File: src/rtl/jace_vram_arbiter.sv
// Jupiter ACE style video RAM arbiter.
// Video fetch owns the RAM on fixed cell phases; CPU gets WAIT otherwise.
module jace_vram_arbiter (
  input  logic       clk,
  input  logic       rst,
  input  logic       viden,
  input  logic [2:0] phase,
  input  logic [9:0] vid_scr_addr,
  input  logic [9:0] vid_chr_addr,
  input  logic       cpu_req,
  input  logic       cpu_we,
  input  logic       cpu_sel,
  input  logic [9:0] cpu_addr,
  input  logic [7:0] cpu_wdata,
  output logic [7:0] cpu_rdata,
  output logic       cpu_ack,
  output logic       wait_n,
  output logic       ram_cs_scr,
  output logic       ram_cs_chr,
  output logic [9:0] ram_addr,
  output logic       ram_we,
  output logic [7:0] ram_wdata,
  input  logic [7:0] ram_rdata_scr,
  input  logic [7:0] ram_rdata_chr,
  output logic [7:0] vid_scr_data,
  output logic [7:0] vid_chr_data
);

  typedef enum logic [1:0] {
    S_IDLE,
    S_CAPT,
    S_DONE
  } state_t;

  state_t     state_q;
  logic       sel_q;
  logic       we_q;
  logic [7:0] rdata_q;
  logic       ack_q;
  logic [7:0] vscr_q;
  logic [7:0] vchr_q;

  logic slot_ok;
  logic vid_scr_go;
  logic vid_chr_go;
  logic cpu_go;

  assign slot_ok    = !viden ||
                      (phase >= 3'd4 && phase <= 3'd6);
  assign vid_scr_go = viden && (phase == 3'd0);
  assign vid_chr_go = viden && (phase == 3'd2);
  assign cpu_go     = !rst && (state_q == S_IDLE) &&
                      cpu_req && slot_ok;

  // Shared RAM port mux: video slots first, then a granted CPU issue.
  always_comb begin
    ram_cs_scr = 1'b0;
    ram_cs_chr = 1'b0;
    ram_addr   = 10'd0;
    ram_we     = 1'b0;
    ram_wdata  = 8'd0;
    if (rst) begin
      ram_cs_scr = 1'b0;
    end else if (vid_scr_go) begin
      ram_cs_scr = 1'b1;
      ram_addr   = vid_scr_addr;
    end else if (vid_chr_go) begin
      ram_cs_chr = 1'b1;
      ram_addr   = vid_chr_addr;
    end else if (cpu_go) begin
      ram_cs_scr = !cpu_sel;
      ram_cs_chr = cpu_sel;
      ram_addr   = cpu_addr;
      ram_we     = cpu_we;
      ram_wdata  = cpu_wdata;
    end
  end

  // CPU access FSM: issue, capture read data, hold until request drops.
  always_ff @(posedge clk) begin
    if (rst) begin
      state_q <= S_IDLE;
      sel_q   <= 1'b0;
      we_q    <= 1'b0;
      rdata_q <= 8'd0;
      ack_q   <= 1'b0;
    end else begin
      ack_q <= 1'b0;
      unique case (state_q)
        S_IDLE: begin
          if (cpu_go) begin
            sel_q   <= cpu_sel;
            we_q    <= cpu_we;
            state_q <= S_CAPT;
          end
        end
        S_CAPT: begin
          if (!we_q)
            rdata_q <= sel_q ? ram_rdata_chr
                             : ram_rdata_scr;
          ack_q   <= 1'b1;
          state_q <= S_DONE;
        end
        S_DONE: begin
          if (!cpu_req)
            state_q <= S_IDLE;
        end
        default: state_q <= S_IDLE;
      endcase
    end
  end

  // Video fetch capture one cycle after each video RAM slot.
  always_ff @(posedge clk) begin
    if (rst) begin
      vscr_q <= 8'd0;
      vchr_q <= 8'd0;
    end else if (viden) begin
      if (phase == 3'd1)
        vscr_q <= ram_rdata_scr;
      if (phase == 3'd3)
        vchr_q <= ram_rdata_chr;
    end
  end

  assign wait_n       = rst || !cpu_req ||
                        (state_q == S_DONE);
  assign cpu_rdata    = rdata_q;
  assign cpu_ack      = ack_q;
  assign vid_scr_data = vscr_q;
  assign vid_chr_data = vchr_q;

endmodule

File: config.mk
export PLATFORM = sky130hd
export DESIGN_NAME = jace_vram_arbiter
export DESIGN_NICKNAME = d
export VERILOG_FILES = /design/src/rtl/jace_vram_arbiter.sv
export SDC_FILE = /design/constraint.sdc
export NUM_CORES = 1
export LEC_CHECK = 0
export CAP_MARGIN = 5
export CORE_MARGIN = 2
export CORE_UTILIZATION = 27
export DETAILED_ROUTE_END_ITERATION = 12
export GPL_TIMING_DRIVEN = 1
export HOLD_SLACK_MARGIN = 0.1
export PLACE_DENSITY = 0.68
export SETUP_SLACK_MARGIN = 0.2
export SLEW_MARGIN = 20
export SYNTH_ARGS = -nofsm -noshare
export SYNTH_HDL_FRONTEND = slang
export SYNTH_SLANG_ARGS = --single-unit
File: constraint.sdc
create_clock -name clk -period 1.3 [get_ports clk]
set_input_delay 0.26 -clock clk [delete_from_list [all_inputs] [get_ports clk]]
set_output_delay 0.26 -clock clk [all_outputs]
set_load 0.05 [all_outputs]
==> reports/qor.csv, run 1 <==
metric;value;unit
hpwl dp;4970;µm
Cell Area, Synth;1520;µm²
FMAX;557;MHz
First DRT Iteration DRCs;52;
Die X;79.0;µm
initial antenna violation count;0;
pin count of the biggest net entering global routing;19;
Synth cell types;30;
combinational family with the most area after synthesis;compound AO/OA/AOI/OAI gates;
Synth Area in Compound Gates;0.250;
DRC;0;
mux contribution to synthesized area;0.112;
Cells after Synth;187;
non-filler cells, final;400;
Seq pwr share;0.308;
CP max stage delay;0.34;ns
# IOs;110;
Sw Share;0.308;
adder-cell share of the synthesized area;0;
crit path DAT;1.53;ns
I/O Buffers;109;
CP required;1.04;ns
crit end category;output pin;
#FFs+latches synth;29;
nets@finish;390;
CTS tree;yes;
number of global-route vias before repair;2029;
CP Cell Sequence;nor3b_4, o21a_1, buf_4, and3_4, buf_12;
pre-CTS setup slack;-0.767;ns
DR pass1 iterations;5;
share of the synthesized area in the top cell type;0.382;
Inserted Clock Buffers;5;
Crit path max-delay family;simple AND/OR/NAND/NOR gates;
clk_lat worst skew;0.28;ns
final setup vio count;24;
status;finished with violations;
post-synth net total;250;
Worst VDD drop;791;µV
core area;5470;µm²
placed cells;386;
Synth Area in XOR/XNOR;0;
WL per Instance;17.3;µm
Via density;5.04;
total routed wirelength;6910;µm
first-pass GRT wire length;10600;µm
Internal Power;2.19;mW
switching power;971;µW
P per Cell Area;778;nW/µm²
P&R area growth vs syn;167;%
Slew HR;0.686;
biggest area consumer among synthesized cells;dfxtp_1;
RSZ-0062 raised after global routing;yes;
GRT overflow;0;
Synth warnings;0;
Hold Crit Class;reg2reg;
max-slew violations;0;
# fillers;367;
GRT Util Overall;0.220;
Tmin final;1.79;ns
htree depth;2;
CP max stage cell;dfxtp_2;
combinational fraction of design power;0.380;
layout cells sized above 1;0.543;
CTS root buffer;clkbuf_8;
crit path max fanout;3;
# clock sinks;29;
clock power share;0.312;
routability cong.;0.786;
ANT nets after route;0;
final hold vios;0;
cell row count;27;
post-route setup slack;-0.495;ns
main area contributors after synthesis;dfxtp_1 38%, mux2i_1 11%, a21oi_1 6.3%, o211ai_1 4.9%, nand2_1 4.7%;
register area share after synthesis;0.382;
final core occ;0.742;
Die Ht;79.0;µm
area share of and/or/nand/nor cells after synthesis;0.198;
n_diodes;0;
setup TNS;-10.05;ns
total power;3.16;mW
Setup Skew;0.00337;ns
failing checks;setup timing;
max cap viols;0;
Bufs and invs on worst path;2;
via count;2016;
Startpoint Class;flop;
Worst-path clk slew;0.06;ns
Avg Cell Area, Syn;8.12;µm²
Initial Util;0.278;
Worst-Margin Slew;0.466;ns
clock buffer depth;2;
Final period util;1.38;
P_leak;1.49;nW
total die area;6240;µm²
kind of critical path;reg2out;
==> flip-flops by register name (all words and copies together), names as in the netlist <==
register      cells
vid_chr_data      8
cpu_rdata         8
we_q              1
vid_scr_data      8
state_q           2
sel_q             1
cpu_ack           1
==> path summary, 6_finish.rpt <==
| check | from | endpoint | slack (ns) | cells past startpoint |
|---|---|---|---|---|
| setup / recovery | state_q[0]$_SDFFE_PP0P_ | ram_wdata[1] | -0.49 | 5 |
| setup reg to reg | state_q[1]$_SDFFE_PP0P_ | cpu_rdata[4]$_SDFFE_PP0P_ | -0.05 | 7 |
| hold reg to reg | vid_chr_data[7]$_SDFFE_PP0P_ | vid_chr_data[7]$_SDFFE_PP0P_ | 0.48 | 2 |
| hold / removal | vid_chr_data[7]$_SDFFE_PP0P_ | vid_chr_data[7]$_SDFFE_PP0P_ | 0.48 | 2 |
==> area by class of cell <==
type | instances | area (µm²) | area share
flip-flops and latches | 29 | 612 | 0.151
well taps | 72 | 90.1 | 0.0222
clock buffers | 6 | 82.6 | 0.0203
inverters | 4 | 15.0 | 0.00370
multi-input cells | 139 | 1260 | 0.309
repair buffers | 148 | 1970 | 0.484
clock inverters | 2 | 37.5 | 0.00925
==> cells by family (layout without fill, tap and decap cells) <==
group / count (synthesis) / after routing
compound gates: 64 / 64
simple gates: 58 / 58
flops: 29 / 29
buf+inv: 19 / 160
mux: 17 / 17
==> through the flow <==
stage                     hold WS (ns)  cell area (µm²)
after floorplan                  0.396             1740
after global placement           0.479             3580
after detailed placement         0.488             3580
after CTS                        0.501             3970
after global routing             0.491             4060
final                            0.478             4060
==> layout by cell type (no fill, tap or decap), types with 11 or more instances in the layout <==
cell             count
clkdlybuf4s50_1     56
dfxtp_2             22
buf_6               14
buf_12              50
o21ai_4             11
buf_4               22
o21ai_0             11
nand2_1             19
nor2_1              11
mux2i_1             17
==> metal layers <==
layer  GRT usage  up-vias  part of all wire  wire length (µm)
met3       0.100        5              0.11               743
met4      0.0586        0            0.0091                63
met5           0        -                 0                 0
li1            -      957                 -                 -
met2       0.381       94              0.51              3500
met1       0.244      960              0.38              2610
==> synth_stat cells (all sizes together) <==
library cell and n:
and4b 1, nand4b 1, nand3b 1, and3 8
a21boi 1, nand2 19, a211oi 8, o21ai 23
a21oi 19, o211ai 10, nand2b 2, mux2i 17
a32o 1, o21a 1, inv 4, nand3 2
dfxtp 29, or4b 1, clkbuf 9, nor3b 3
o2111ai 1, buf 6, nor4bb 1, nor2 19
==> worst register-to-register path, cell delays in order (launching register included) <==
cell and delay [ns]:
dfxtp_4 0.35, buf_6 0.11, buf_6 0.12, nor3b_4 0.24, buf_6 0.16, buf_16 0.12, nor2_2 0.04, a211oi_2 0.13
==> repair_timing <==
item	in CTS	in global routing
setup buffers	4	0
endpoints found under the setup margin	49	63
hold buffers	0	0
pin swaps	20	5
cloned	2	0
gates resized for setup	65	35
==> power groups by stage <==
stage	Combinational, mW	Sequential (mW)	Clock (mW)
CTS	1.17	0.965	0.998
floorplan	0.378	1.07	0
global route	1.25	0.975	1.05
global placement	1.06	0.979	0
detailed placement	1.07	0.982	0
finish	1.20	0.972	0.984
No activity file was read; power rests on OpenSTA's default activity.
==> run 2: changes to the inputs <==
--- a/config.mk
+++ b/config.mk
@@ -7,11 +7,10 @@
 export LEC_CHECK = 0
 export CAP_MARGIN = 5
 export CORE_MARGIN = 2
-export CORE_UTILIZATION = 27
+export CORE_UTILIZATION = 23
 export DETAILED_ROUTE_END_ITERATION = 12
 export GPL_TIMING_DRIVEN = 1
 export HOLD_SLACK_MARGIN = 0.1
-export PLACE_DENSITY = 0.68
 export SETUP_SLACK_MARGIN = 0.2
 export SLEW_MARGIN = 20
 export SYNTH_ARGS = -nofsm -noshare
==> reports/qor.csv, run 2 (same netlist as run 1, synthesis figures left out) <==
metric;value;unit;change
status;finished with violations;;
failing checks;setup timing;;
crit path DAT;1.61;ns;+0.08 ns
DR pass1 iterations;4;;-1
switching power;946;µW;-2.6%
crit end category;output pin;;
layout cells sized above 1;0.530;;-0.0122
GRT Util Overall;0.180;;-0.0405
kind of critical path;reg2out;;
most frequent cells in the layout;56 x clkdlybuf4s50_1, 50 x buf_12, 22 x buf_4;;
post-route setup slack;-0.574;ns;-0.0795 ns
Bufs and invs on worst path;3;;+1
CP max stage delay;0.34;ns;about the same
P&R area growth vs syn;168;%;
htree depth;2;;unchanged
worst r2r src;state_q[1]$_SDFFE_PP0P_;;
Inserted Clock Buffers;5;;unchanged
CTS tree;yes;;
Internal Power;2.20;mW;+0.43%
I/O Buffers;109;;unchanged
CP required;1.04;ns;about the same
total routed wirelength;6400;µm;-7.5%
Startpoint Class;flop;;
n_diodes;0;;unchanged
Die Ht;85.3;µm;+7.9%
FMAX;533;MHz;-4.2%
Crit path max-delay family;buffers and inverters;;
nets@finish;390;;unchanged
RSZ-0062 raised after global routing;yes;;
Sw Share;0.301;;-0.00657
clock power share;0.308;;-0.004
# fillers;512;;+40%
Hold Slack;0.442;ns;-0.0367 ns
hpwl dp;4500;µm;-9.4%
pre-CTS setup slack;-0.790;ns;-0.0233 ns
clock buffer depth;2;;unchanged
most common cell after layout, fill and taps aside;clkdlybuf4s50_1;;
initial antenna violation count;0;;unchanged
Slew HR;0.754;;+0.0678
P_leak;1.50;nW;+0.98%
setup TNS;-10.67;ns;-0.620 ns
# IOs;110;;unchanged
Setup Skew;0.00397;ns;+0.000604 ns
ANT nets after route;0;;unchanged
Via density;4.82;;-4.3%
Worst VDD drop;1020;µV;+29%
DRC;0;;unchanged
number of global-route vias before repair;2073;;+2.2%
core area;6390;µm²;+17%
Cell Area, Placed;3560;µm²;-0.66%
Tmin final;1.87;ns;+0.0795 ns
HP Start;rst;;
Hold Crit Class;in2reg;;
P per Cell Area;773;nW/µm²;-0.63%
Final period util;1.44;;+0.0612
max-slew violations;0;;unchanged
Worst-Margin Slew;0.365;ns;-0.101 ns
crit path max fanout;6;;+3
# clock sinks;29;;unchanged
Crit. Startpoint;state_q[0]$_SDFFE_PP0P_;;
final setup vio count;25;;+4.2%
routability cong.;0.820;;+4.3%
via count;1953;;-3.1%
cell row count;29;;+7.4%
First DRT Iteration DRCs;32;;-38%
CP max stage cell;dfxtp_2;;
final hold vios;0;;unchanged
total die area;7270;µm²;+16%
cell area after layout;4070;µm²;+0.12%
clk_lat worst skew;0.28;ns;about the same
Seq pwr share;0.310;;+0.002
GRT overflow;0;;unchanged
Initial Util;0.238;;-0.0397
WL per Instance;15.8;µm;-8.6%
Die X;85.3;µm;+7.9%
CTS root buffer;clkbuf_8;;
CP Cell Sequence;nor3b_4, buf_4, buf_6, o211ai_1, a21oi_4, buf_12;;
max cap viols;0;;unchanged
Worst-path clk slew;0.06;ns;about the same
pin count of the biggest net entering global routing;25;;+6
first-pass GRT wire length;10300;µm;-2.2%
combinational fraction of design power;0.382;;+0.002
## run 2: changes by cell type in the layout (fill, tap and decap cells not counted), sizes merged
cell,previous run,this run
clkinvlp,1,0
clkbuf,6,7
## run 2: final timing paths
kind	depth (start not counted)	end	slack (ns)
worst max-delay path	6	ram_addr[2]	-0.57
worst min-delay path	3	state_q[1]$_SDFFE_PP0P_	0.44
worst max register to register	7	cpu_rdata[3]$_SDFFE_PP0P_	-0.04
worst min register to register	2	vid_chr_data[3]$_SDFFE_PP0P_	0.48
## run 2: final cells by class
class | instances | area, µm² | share of cell area
timing repair buffer | 148 | 1970 | 0.485
multi-input combinational | 139 | 1260 | 0.309
sequential | 29 | 609 | 0.150
tap | 77 | 96.3 | 0.0237
clock buffer | 7 | 86.3 | 0.0212
clock inverter | 1 | 30.0 | 0.00739
inverter | 4 | 15.0 | 0.00369
## run 2: layer usage
metal  track usage  part of all wire  up-vias
met5             0                 0        -
met3        0.0603             0.098        9
met4        0.0534             0.015        0
li1              -                 -      955
met2         0.310              0.49       93
met1         0.210              0.40      896
## run 2: tightest hold or removal path, cell delays in order
cell           delay (ns)
dlygate4sd2_1        0.25
buf_4                0.14
a21oi_1              0.04
## run 2: power by group through the flow
stage | Sequential [mW] | Combinational [mW] | Clock [mW]
after floorplan | 1.07 | 0.378 | 0
after global placement | 0.979 | 1.05 | 0
after detailed placement | 0.981 | 1.06 | 0
after CTS | 0.968 | 1.19 | 0.987
after global routing | 0.976 | 1.26 | 1.02
final | 0.973 | 1.20 | 0.969
## run 2: per-stage QoR
stage,std cells,power (mW),util
floorplan,187,1.44,-
global placement,387,2.03,0.558
detailed placement,387,2.04,0.558
CTS,403,3.14,0.626
global route,405,3.26,0.637
finish,405,3.14,0.637
## run 2: what timing repair did
| action | CTS | global route |
|---|---|---|
| gates cloned | 3 | 0 |
| pin swaps | 13 | 6 |
| endpoints found under the setup margin | 50 | 59 |
| hold buffers | 0 | 0 |
| setup buffers | 5 | 2 |
| hold endpoints to repair | 0 | 0 |
| gates resized for setup | 76 | 26 |
